**config.mk**
```make
export PLATFORM = sky130hd
export DESIGN_NAME = jtmx5k_snd_comm_flat
export DESIGN_NICKNAME = d
export VERILOG_FILES = /design/src/rtl/jtmx5k_snd_comm_if.sv /design/src/rtl/jtmx5k_snd_comm.sv /design/src/flat_wrapper.sv
export SDC_FILE = /design/constraint.sdc
export NUM_CORES = 1
export LEC_CHECK = 0
export BUFFER_PORTS_ARGS = -buffer_cell sky130_fd_sc_hd__buf_2
export CORE_AREA = 2 2 39 41
export CTS_BUF_LIST = sky130_fd_sc_hd__clkbuf_4 sky130_fd_sc_hd__clkbuf_8
export CTS_CLUSTER_SIZE = 16
export DETAILED_ROUTE_END_ITERATION = 6
export DIE_AREA = 0 0 41 43
export PLACE_DENSITY = 0.71
export SYNTH_ARGS = -nofsm -noshare
export SYNTH_HDL_FRONTEND = slang
export SYNTH_SLANG_ARGS = --single-unit
```
**constraint.sdc**
```tcl
create_clock -name clk -period 1.3 [get_ports clk]
set_input_delay 0.195 -clock clk [delete_from_list [all_inputs] [get_ports clk]]
set_output_delay 0.195 -clock clk [all_outputs]
set_load 0.02 [all_outputs]
```
**src/rtl/jtmx5k_snd_comm_if.sv**
```systemverilog
// Sound-command mailbox bus between the main CPU, the sound CPU and jtmx5k_snd_comm.
//   master : drives the command strobes (snd_irq, snd_latch, cpu_cen, latch_cs, ack_cs, RnW)
//            and observes dout, int_n, pending, overflow.
//   slave  : the mailbox block itself (opposite directions).
interface jtmx5k_snd_comm_if;
  logic       cpu_cen;    // sound-CPU clock enable
  logic       snd_irq;    // main-CPU sound request (level, edge-detected inside)
  logic [7:0] snd_latch;  // main-CPU command byte
  logic       latch_cs;   // sound-CPU read of the command latch
  logic       ack_cs;     // sound-CPU write to the IRQ-acknowledge address
  logic       RnW;        // sound-CPU read/not-write
  logic [7:0] dout;       // command byte at queue head
  logic       int_n;      // sound-CPU interrupt, active-low
  logic       pending;    // unread byte held
  logic       overflow;   // sticky: a byte was dropped

  modport master (
    output cpu_cen, snd_irq, snd_latch, latch_cs, ack_cs, RnW,
    input  dout, int_n, pending, overflow
  );

  modport slave (
    input  cpu_cen, snd_irq, snd_latch, latch_cs, ack_cs, RnW,
    output dout, int_n, pending, overflow
  );
endinterface

```
**src/rtl/jtmx5k_snd_comm.sv**
```systemverilog
// Main-CPU to sound-CPU command mailbox.
// A rising edge of snd_irq pushes snd_latch; a sound-CPU read of the latch pops the head
// (dout is valid during that read); an ack write clears the interrupt.
// Ports:
//   clk   : system clock
//   rst_n : asynchronous active-low reset
//   bus   : jtmx5k_snd_comm_if.slave (strobes in; dout/int_n/pending/overflow out)
// Configuration macro JTMX5K_SNDCOMM_FIFO_EN: when defined the storage is a 4-entry FIFO,
// otherwise a single overwrite register.
module jtmx5k_snd_comm (
  input  logic             clk,
  input  logic             rst_n,
  jtmx5k_snd_comm_if.slave bus
);

`ifdef JTMX5K_SNDCOMM_FIFO_EN
  localparam int unsigned Depth = 4;
  localparam int unsigned CntW  = 3;
`else
  localparam int unsigned CntW  = 1;
`endif

  logic            irq_q;
  logic            push, pop, ack;
  logic [CntW-1:0] count_q, count_d;
  logic [7:0]      head_q, head_d;
  logic            flag_q, flag_d;
  logic            repost_q, repost_d;
  logic            ovf_q, ovf_d;
  logic            pend_q;

  // Push is edge based so a long snd_irq pulse only enqueues once.
  assign push = bus.snd_irq && !irq_q;
  // Reads of an empty mailbox are harmless: no pop, head keeps its last value.
  assign pop  = bus.latch_cs && bus.RnW && bus.cpu_cen && (count_q != '0);
  assign ack  = bus.ack_cs && !bus.RnW && bus.cpu_cen;

`ifdef JTMX5K_SNDCOMM_FIFO_EN
  logic [7:0] mem_q [Depth];
  logic [7:0] mem_d [Depth];
  logic [1:0] rd_q, rd_d, wr_q, wr_d;
  logic       push_ok;

  always_comb begin
    mem_d   = mem_q;
    rd_d    = rd_q;
    wr_d    = wr_q;
    count_d = count_q;
    head_d  = head_q;
    ovf_d   = ovf_q;
    // A full FIFO still accepts a push when a pop frees a slot in the same cycle.
    push_ok = push && ((count_q != CntW'(Depth)) || pop);
    if (push && !push_ok) ovf_d = 1'b1;
    if (push_ok) begin
      mem_d[wr_q] = bus.snd_latch;
      wr_d        = wr_q + 2'd1;
    end
    if (pop) rd_d = rd_q + 2'd1;
    case ({push_ok, pop})
      2'b10:   count_d = count_q + 3'd1;
      2'b01:   count_d = count_q - 3'd1;
      default: count_d = count_q;
    endcase
    // Reading through mem_d covers a push landing on the new head slot.
    if (count_d != '0) head_d = mem_d[rd_d];
  end

  always_ff @(posedge clk or negedge rst_n) begin
    if (!rst_n) begin
      for (int unsigned i = 0; i < Depth; i++) mem_q[i] <= '0;
      rd_q <= '0;
      wr_q <= '0;
    end else begin
      mem_q <= mem_d;
      rd_q  <= rd_d;
      wr_q  <= wr_d;
    end
  end
`else
  // Single register: the head itself is the storage; a new push always wins.
  always_comb begin
    count_d = count_q;
    head_d  = head_q;
    ovf_d   = ovf_q;
    if (pop) count_d = 1'b0;
    if (push) begin
      head_d  = bus.snd_latch;
      count_d = 1'b1;
      if (count_q != '0) ovf_d = 1'b1;
    end
  end
`endif

  // Interrupt flag: push dominates, then ack/pop clear, then re-post after a partial drain.
  always_comb begin
    flag_d = flag_q;
    if (push) begin
      flag_d = 1'b1;
    end else if (ack || pop) begin
      flag_d = 1'b0;
    end else if (repost_q) begin
      flag_d = 1'b1;
    end
  end

  // A pop that leaves bytes behind re-raises the interrupt one clk later.
  assign repost_d = pop && !push && (count_d != '0);

  always_ff @(posedge clk or negedge rst_n) begin
    if (!rst_n) begin
      irq_q    <= 1'b0;
      count_q  <= '0;
      head_q   <= '0;
      flag_q   <= 1'b0;
      repost_q <= 1'b0;
      ovf_q    <= 1'b0;
      pend_q   <= 1'b0;
    end else begin
      irq_q    <= bus.snd_irq;
      count_q  <= count_d;
      head_q   <= head_d;
      flag_q   <= flag_d;
      repost_q <= repost_d;
      ovf_q    <= ovf_d;
      pend_q   <= (count_d != '0);
    end
  end

  assign bus.dout     = head_q;
  assign bus.int_n    = !flag_q;
  assign bus.pending  = pend_q;
  assign bus.overflow = ovf_q;

endmodule

```
**src/flat_wrapper.sv**
```systemverilog
// flat-port wrapper written by rule: the top's interface ports become plain ports
module jtmx5k_snd_comm_flat 
  (clk, rst_n, bus_cpu_cen, bus_snd_irq, bus_snd_latch, bus_latch_cs, bus_ack_cs, bus_RnW, bus_dout, bus_int_n, bus_pending, bus_overflow);
  jtmx5k_snd_comm_if bus_i ();
  input  logic clk;
  input  logic rst_n;
  input wire logic [$bits(bus_i.cpu_cen)-1:0] bus_cpu_cen;
  input wire logic [$bits(bus_i.snd_irq)-1:0] bus_snd_irq;
  input wire logic [$bits(bus_i.snd_latch)-1:0] bus_snd_latch;
  input wire logic [$bits(bus_i.latch_cs)-1:0] bus_latch_cs;
  input wire logic [$bits(bus_i.ack_cs)-1:0] bus_ack_cs;
  input wire logic [$bits(bus_i.RnW)-1:0] bus_RnW;
  output wire logic [$bits(bus_i.dout)-1:0] bus_dout;
  output wire logic [$bits(bus_i.int_n)-1:0] bus_int_n;
  output wire logic [$bits(bus_i.pending)-1:0] bus_pending;
  output wire logic [$bits(bus_i.overflow)-1:0] bus_overflow;
  assign bus_i.cpu_cen = bus_cpu_cen;
  assign bus_i.snd_irq = bus_snd_irq;
  assign bus_i.snd_latch = bus_snd_latch;
  assign bus_i.latch_cs = bus_latch_cs;
  assign bus_i.ack_cs = bus_ack_cs;
  assign bus_i.RnW = bus_RnW;
  assign bus_dout = bus_i.dout;
  assign bus_int_n = bus_i.int_n;
  assign bus_pending = bus_i.pending;
  assign bus_overflow = bus_i.overflow;
  jtmx5k_snd_comm u_core (.clk(clk), .rst_n(rst_n), .bus(bus_i));
endmodule
```
# Yosys cells after proc, flatten, opt, wreduce, memory -nomap -nowiden

Index checks and enable logic that the tools add are counted.

Flip-flop bits (word level): 13
Input port bits: 15
Output and inout port bits: 11
Logic and storage cells: 26

Multiplexer cells: 5
Reduce and logical (&&, ||, !) cells: 15

Operators by type and width:

| kind              | count |
|---|---|
| $logic_and 1x1->1 | 8 |
| $mux 1            | 5 |
| $logic_not 1->1   | 4 |
| $reduce_bool 3->1 | 1 |
| $reduce_and 2->1  | 1 |
| $logic_or 1x1->1  | 1 |

# Depth between registers and ports, before layout

Depth in word-level cells: 6
Mapped depth: 3
Depth with buffers taken out: 2

# Worst setup path before layout

Ideal clock, no wire load.

Path kind: flip-flop to flip-flop
Start point: register u_core.irq_q
End point: register u_core.head_q[0], in the netlist u_core.bus.dout[0]
Library setup time: 0.125 ns
Arrival: 0.937 ns
Required time: 1.175 ns
Path slack: 0.238 ns
Stages on the path, launching flop included: 4
Path buffers: 1
Period minus slack after synthesis: 1.062 ns
Cell sequence: dfrtp_1 -> nor2b_4 -> buf_12 -> mux2_4

Longest elaborated chain between the ends: 2

RTL lines:

| element                  | RTL line               | RTL |
|---|---|---|
| start: declaration       | jtmx5k_snd_comm.sv:23  | `logic irq_q;` |
| start signal: assignment | jtmx5k_snd_comm.sv:119 | `irq_q <= bus.snd_irq;` |
| $logic_not 1->1          | jtmx5k_snd_comm.sv:33  | `assign push = bus.snd_irq && !irq_q;` |
| $logic_and 1x1->1        | jtmx5k_snd_comm.sv:33  |  |
| end signal: assignment   | jtmx5k_snd_comm.sv:113 | `head_q <= '0;` |
| end signal: assignment   | jtmx5k_snd_comm.sv:121 | `head_q <= head_d;` |
| end: declaration         | jtmx5k_snd_comm.sv:26  | `logic [7:0] head_q, head_d;` |

No other way between the ends.
A chain may end at the register's enable or synchronous reset.

# Final worst setup path

Start point: register u_core.irq_q
End point: register u_core.head_q[6], in the netlist u_core.bus.dout[6]

The elaborated chain is that of the path after synthesis.

==> impl_summary.md <==
Outcome
The flow ran to the end, and the final reports show no timing, DRC or antenna violations.

Worst setup path
Of all nets on the critical path, the largest fanout is 9. The required time of the critical path is 1.45 ns. In this run the critical register-to-register path is captured at u_core.bus.dout[6]$_DFFE_PN0P_. The critical setup path kind is flop to flop. The startpoint identified for the worst register-to-register timing path is u_core.irq_q$_DFF_PN0_. The worst path buffer plus inverter count is 0. The setup slack on the worst flop-to-flop path is 0.1 ns.

The signal on the critical path passes through nor2b_4 -> mux2_2. The depth of the worst register-to-register path is 2. The category of the worst setup path capture point is a flop. Grouping stages by cell kind, the critical path spends the most delay in flip-flops.

The largest individual stage delay along the critical path comes from the cell sky130_fd_sc_hd__dfrtp_1. The kind of start point of the critical path is a flop. In this run the worst setup path begins at u_core.irq_q$_DFF_PN0_. The worst endpoint data arrival time is 1.35 ns. For this run, the slowest stage of the critical path takes 0.40 ns.

Placed design
The placed wire-length estimate after detailed placement is 803 um. The worst setup slack after placement is 0.103 ns. The number of I/O port buffers is 25.

The last weighted congestion value of the routability-driven placer is 0.704. The placed standard-cell area is 667 sq um.

Power
The total design power is 0.950 mW. The cell-internal power is 0.697 mW. The static leakage power is 0.361 nW. The worst supply voltage drop on vdd is 0.721 mV.

The share of total power consumed by net switching is 0.266. The part of the power in combinational logic is 0.231. Power spread over the standard cell area amounts to 1340 nW/um^2.

The net switching power figure is 0.253 mW. The part of the total power dissipated in the clock network is 0.268. The power share of the sequential group is 0.501.

STA
Derived from the worst setup path, the maximum achievable clock frequency is 0.832 GHz. After layout, the worst setup slack is 0.0987 ns. Setup repair after global routing left no endpoint under its margin. Final hold analysis gives a worst-case slack of 0.0610 ns. Clock skew on the completed layout was measured at 0.000399 ns. After layout, the minimum clock period comes to 1.20 ns. The max-slew violation count came to 0.

The hold violation count in the final report is 0. After routing, the total negative slack on setup checks comes to 0 ns. The share of the clock period used by the worst path after layout is 0.924. Setup violations remaining at the end of the flow were counted as 0.

Final layout
Compared with the post-synthesis result, the final layout area differs by 32.3%. The antenna diode instance count is 0. At the end of the flow, the number of nets in the layout was 78. The fraction of layout instances using a drive strength above 1 is 0.694. The cell area after layout is 707 sq um.

Detailed routing
The mean routed wirelength per cell is 12.9 um. The detailed-routing iteration count for the pre-antenna-repair pass is 2. The total routed wirelength is 1010 um. The initial DRC count is 1. The post-detailed-route via-to-cell ratio is 4.51. In this run the remaining antenna-violating nets after routing total 0. The number of DRC violations after detailed routing is 0. The routed layout has 352 vias.

GRT
The number of global-route vias before repair is 371. The wire length of the first global-routing pass is 1560 um. The initial antenna violation count was 0.

The maximum number of pins on one net before global-route repair is 14. The aggregate global routing overflow is 0. The total global-route track usage is 0.137.

Floorplanning
The standard cell core area is 1380 sq um. The height of the die is 43 um. The die is 41 um wide. The floorplan has 14 rows. The top-level port count is 26. The initial utilization of the core area, before any placement, comes to 0.386. The floorplan die area is 1760 sq um.

CTS
The clock buffer count from CTS is 3. The clock tree from TritonCTS is built. CTS saw 13 sinks. Once the clock tree was built, the resizer swapped 0 gates to a different size. The clock transition at the registers of the reported paths is 0.07 ns. CTS built an H-tree with a depth of 1. The cell at the root of the clock tree is sky130_fd_sc_hd__clkbuf_4. The clock passes through at most 2 buffers. Clock latency on the worst-skew pair, taken at its later pin, is 0.26 ns.

Synthesis
Of all cell types, the one taking the most synthesized area is sky130_fd_sc_hd__dfrtp_1. The number of nets produced by synthesis is 47. The synthesized instance count is 32.

In the post-synthesis netlist, the biggest area contributors are sky130_fd_sc_hd__dfrtp_1, sky130_fd_sc_hd__mux2_4, sky130_fd_sc_hd__buf_12. Of the synthesized area, sequential elements account for 0.609. In this run the cell area of the synthesized design comes to 534 sq um.

For this run, the number of Yosys warnings is 0. The number of distinct library cells after synthesis is 13. In this run the mean area of a mapped cell was 16.7 sq um. The fraction of synthesized cell area taken by the top area cell type is 0.609.

In this run, synthesis produced a sequential element count of 13.

Min path
The worst hold path begins at bus_snd_irq. The hold-critical path endpoint is u_core.irq_q$_DFF_PN0_. Along the worst hold path, the cell count comes to 1. The worst hold path belongs to the class input port to flop.

Flow run
The max capacitance violation total is 0.
==> worst register-to-register path, stage by stage, from the launching register on <==
cell,delay (ns)
sky130_fd_sc_hd__dfrtp_1,0.40
sky130_fd_sc_hd__nor2b_4,0.32
sky130_fd_sc_hd__mux2_2,0.37
==> power groups by stage <==
stage	sequential [mW]	combinational, mW	clock, mW
finish	0.476	0.219	0.255
global route	0.483	0.238	0.299
CTS	0.477	0.223	0.268
detailed placement	0.484	0.219	0
global placement	0.483	0.211	0
floorplan	0.533	0.0856	0
==> final cells by class <==
cell class                 instances  area (sq um)
fill                             125           677
sequential                        13           325
multi-input combinational         17           185
timing repair buffer              27           143
clock buffer                       4          30.0
tap                               16          20.0
inverter                           1          3.75
==> synthesized netlist by cell type, drive strengths merged <==
library cell and count:
inv 1, conb 1, mux2 8, nand3 1, dfrtp 13, a31o 1, nand3b 1, buf 1
nor2b 1, or2 1, nand4 1, a21o 2
==> cell families (layout without fill, tap and decap cells) <==
logic type	after synthesis	count (layout)	synth area share
other cells	1	1	0.00702
mux	8	8	0.218
simple gates	5	5	0.0726
buf+inv	2	32	0.0445
compound gates	3	3	0.0492
flops	13	13	0.609
==> registers in the layout (all words and copies together) (netlist names) <==
signal and flops:
u_core.count_q 1, u_core.flag_q 1, u_core.bus.overflow 1, u_core.bus.dout 8, u_core.irq_q 1, u_core.repost_q 1
==> cell usage in the layout (no fill, tap or decap), types with 2 or more instances in the layout <==
cell type,netlist,final
sky130_fd_sc_hd__buf_2,0,25
sky130_fd_sc_hd__dfrtp_1,13,13
sky130_fd_sc_hd__mux2_4,7,7
sky130_fd_sc_hd__clkbuf_4,0,4
sky130_fd_sc_hd__a21o_2,2,2
==> per-stage QoR <==
| step | cells | utilization |
|---|---|---|
| final | 78 | 0.511 |
| after global routing | 78 | 0.511 |
| after CTS | 78 | 0.511 |
| after floorplan | 32 | - |
| after global placement | 73 | 0.482 |
| after detailed placement | 73 | 0.482 |
==> per-layer routing <==
layer | up-vias | wire [um] | global-route usage | share of wire
met5 | - | 0 | 0 | 0
met4 | 0 | 0 | 0.0400 | 0
met2 | 15 | 509 | 0.234 | 0.50
li1 | 172 | - | - | -
met1 | 165 | 412 | 0.135 | 0.41
met3 | 0 | 85 | 0.0681 | 0.084
==> worst max-delay path by stage <==
stage | endpoint | cells past startpoint
final | u_core.bus.dout[6]$_DFFE_PN0P_ | 2
after global routing | u_core.bus.dout[6]$_DFFE_PN0P_ | 2
after CTS | u_core.bus.dout[6]$_DFFE_PN0P_ | 2
after detailed placement | u_core.bus.dout[6]$_DFFE_PN0P_ | 2
after global placement | u_core.bus.dout[6]$_DFFE_PN0P_ | 2
after floorplan | u_core.bus.dout[0]$_DFFE_PN0P_ | 3
==> what timing repair did <==
action | CTS | global route
buffers inserted | 0 | 0
endpoints found under the hold margin | 13 | 0
hold buffers | 1 | 0
endpoints found under the setup margin | 0 | 0
No activity file was read; power rests on OpenSTA's default activity.
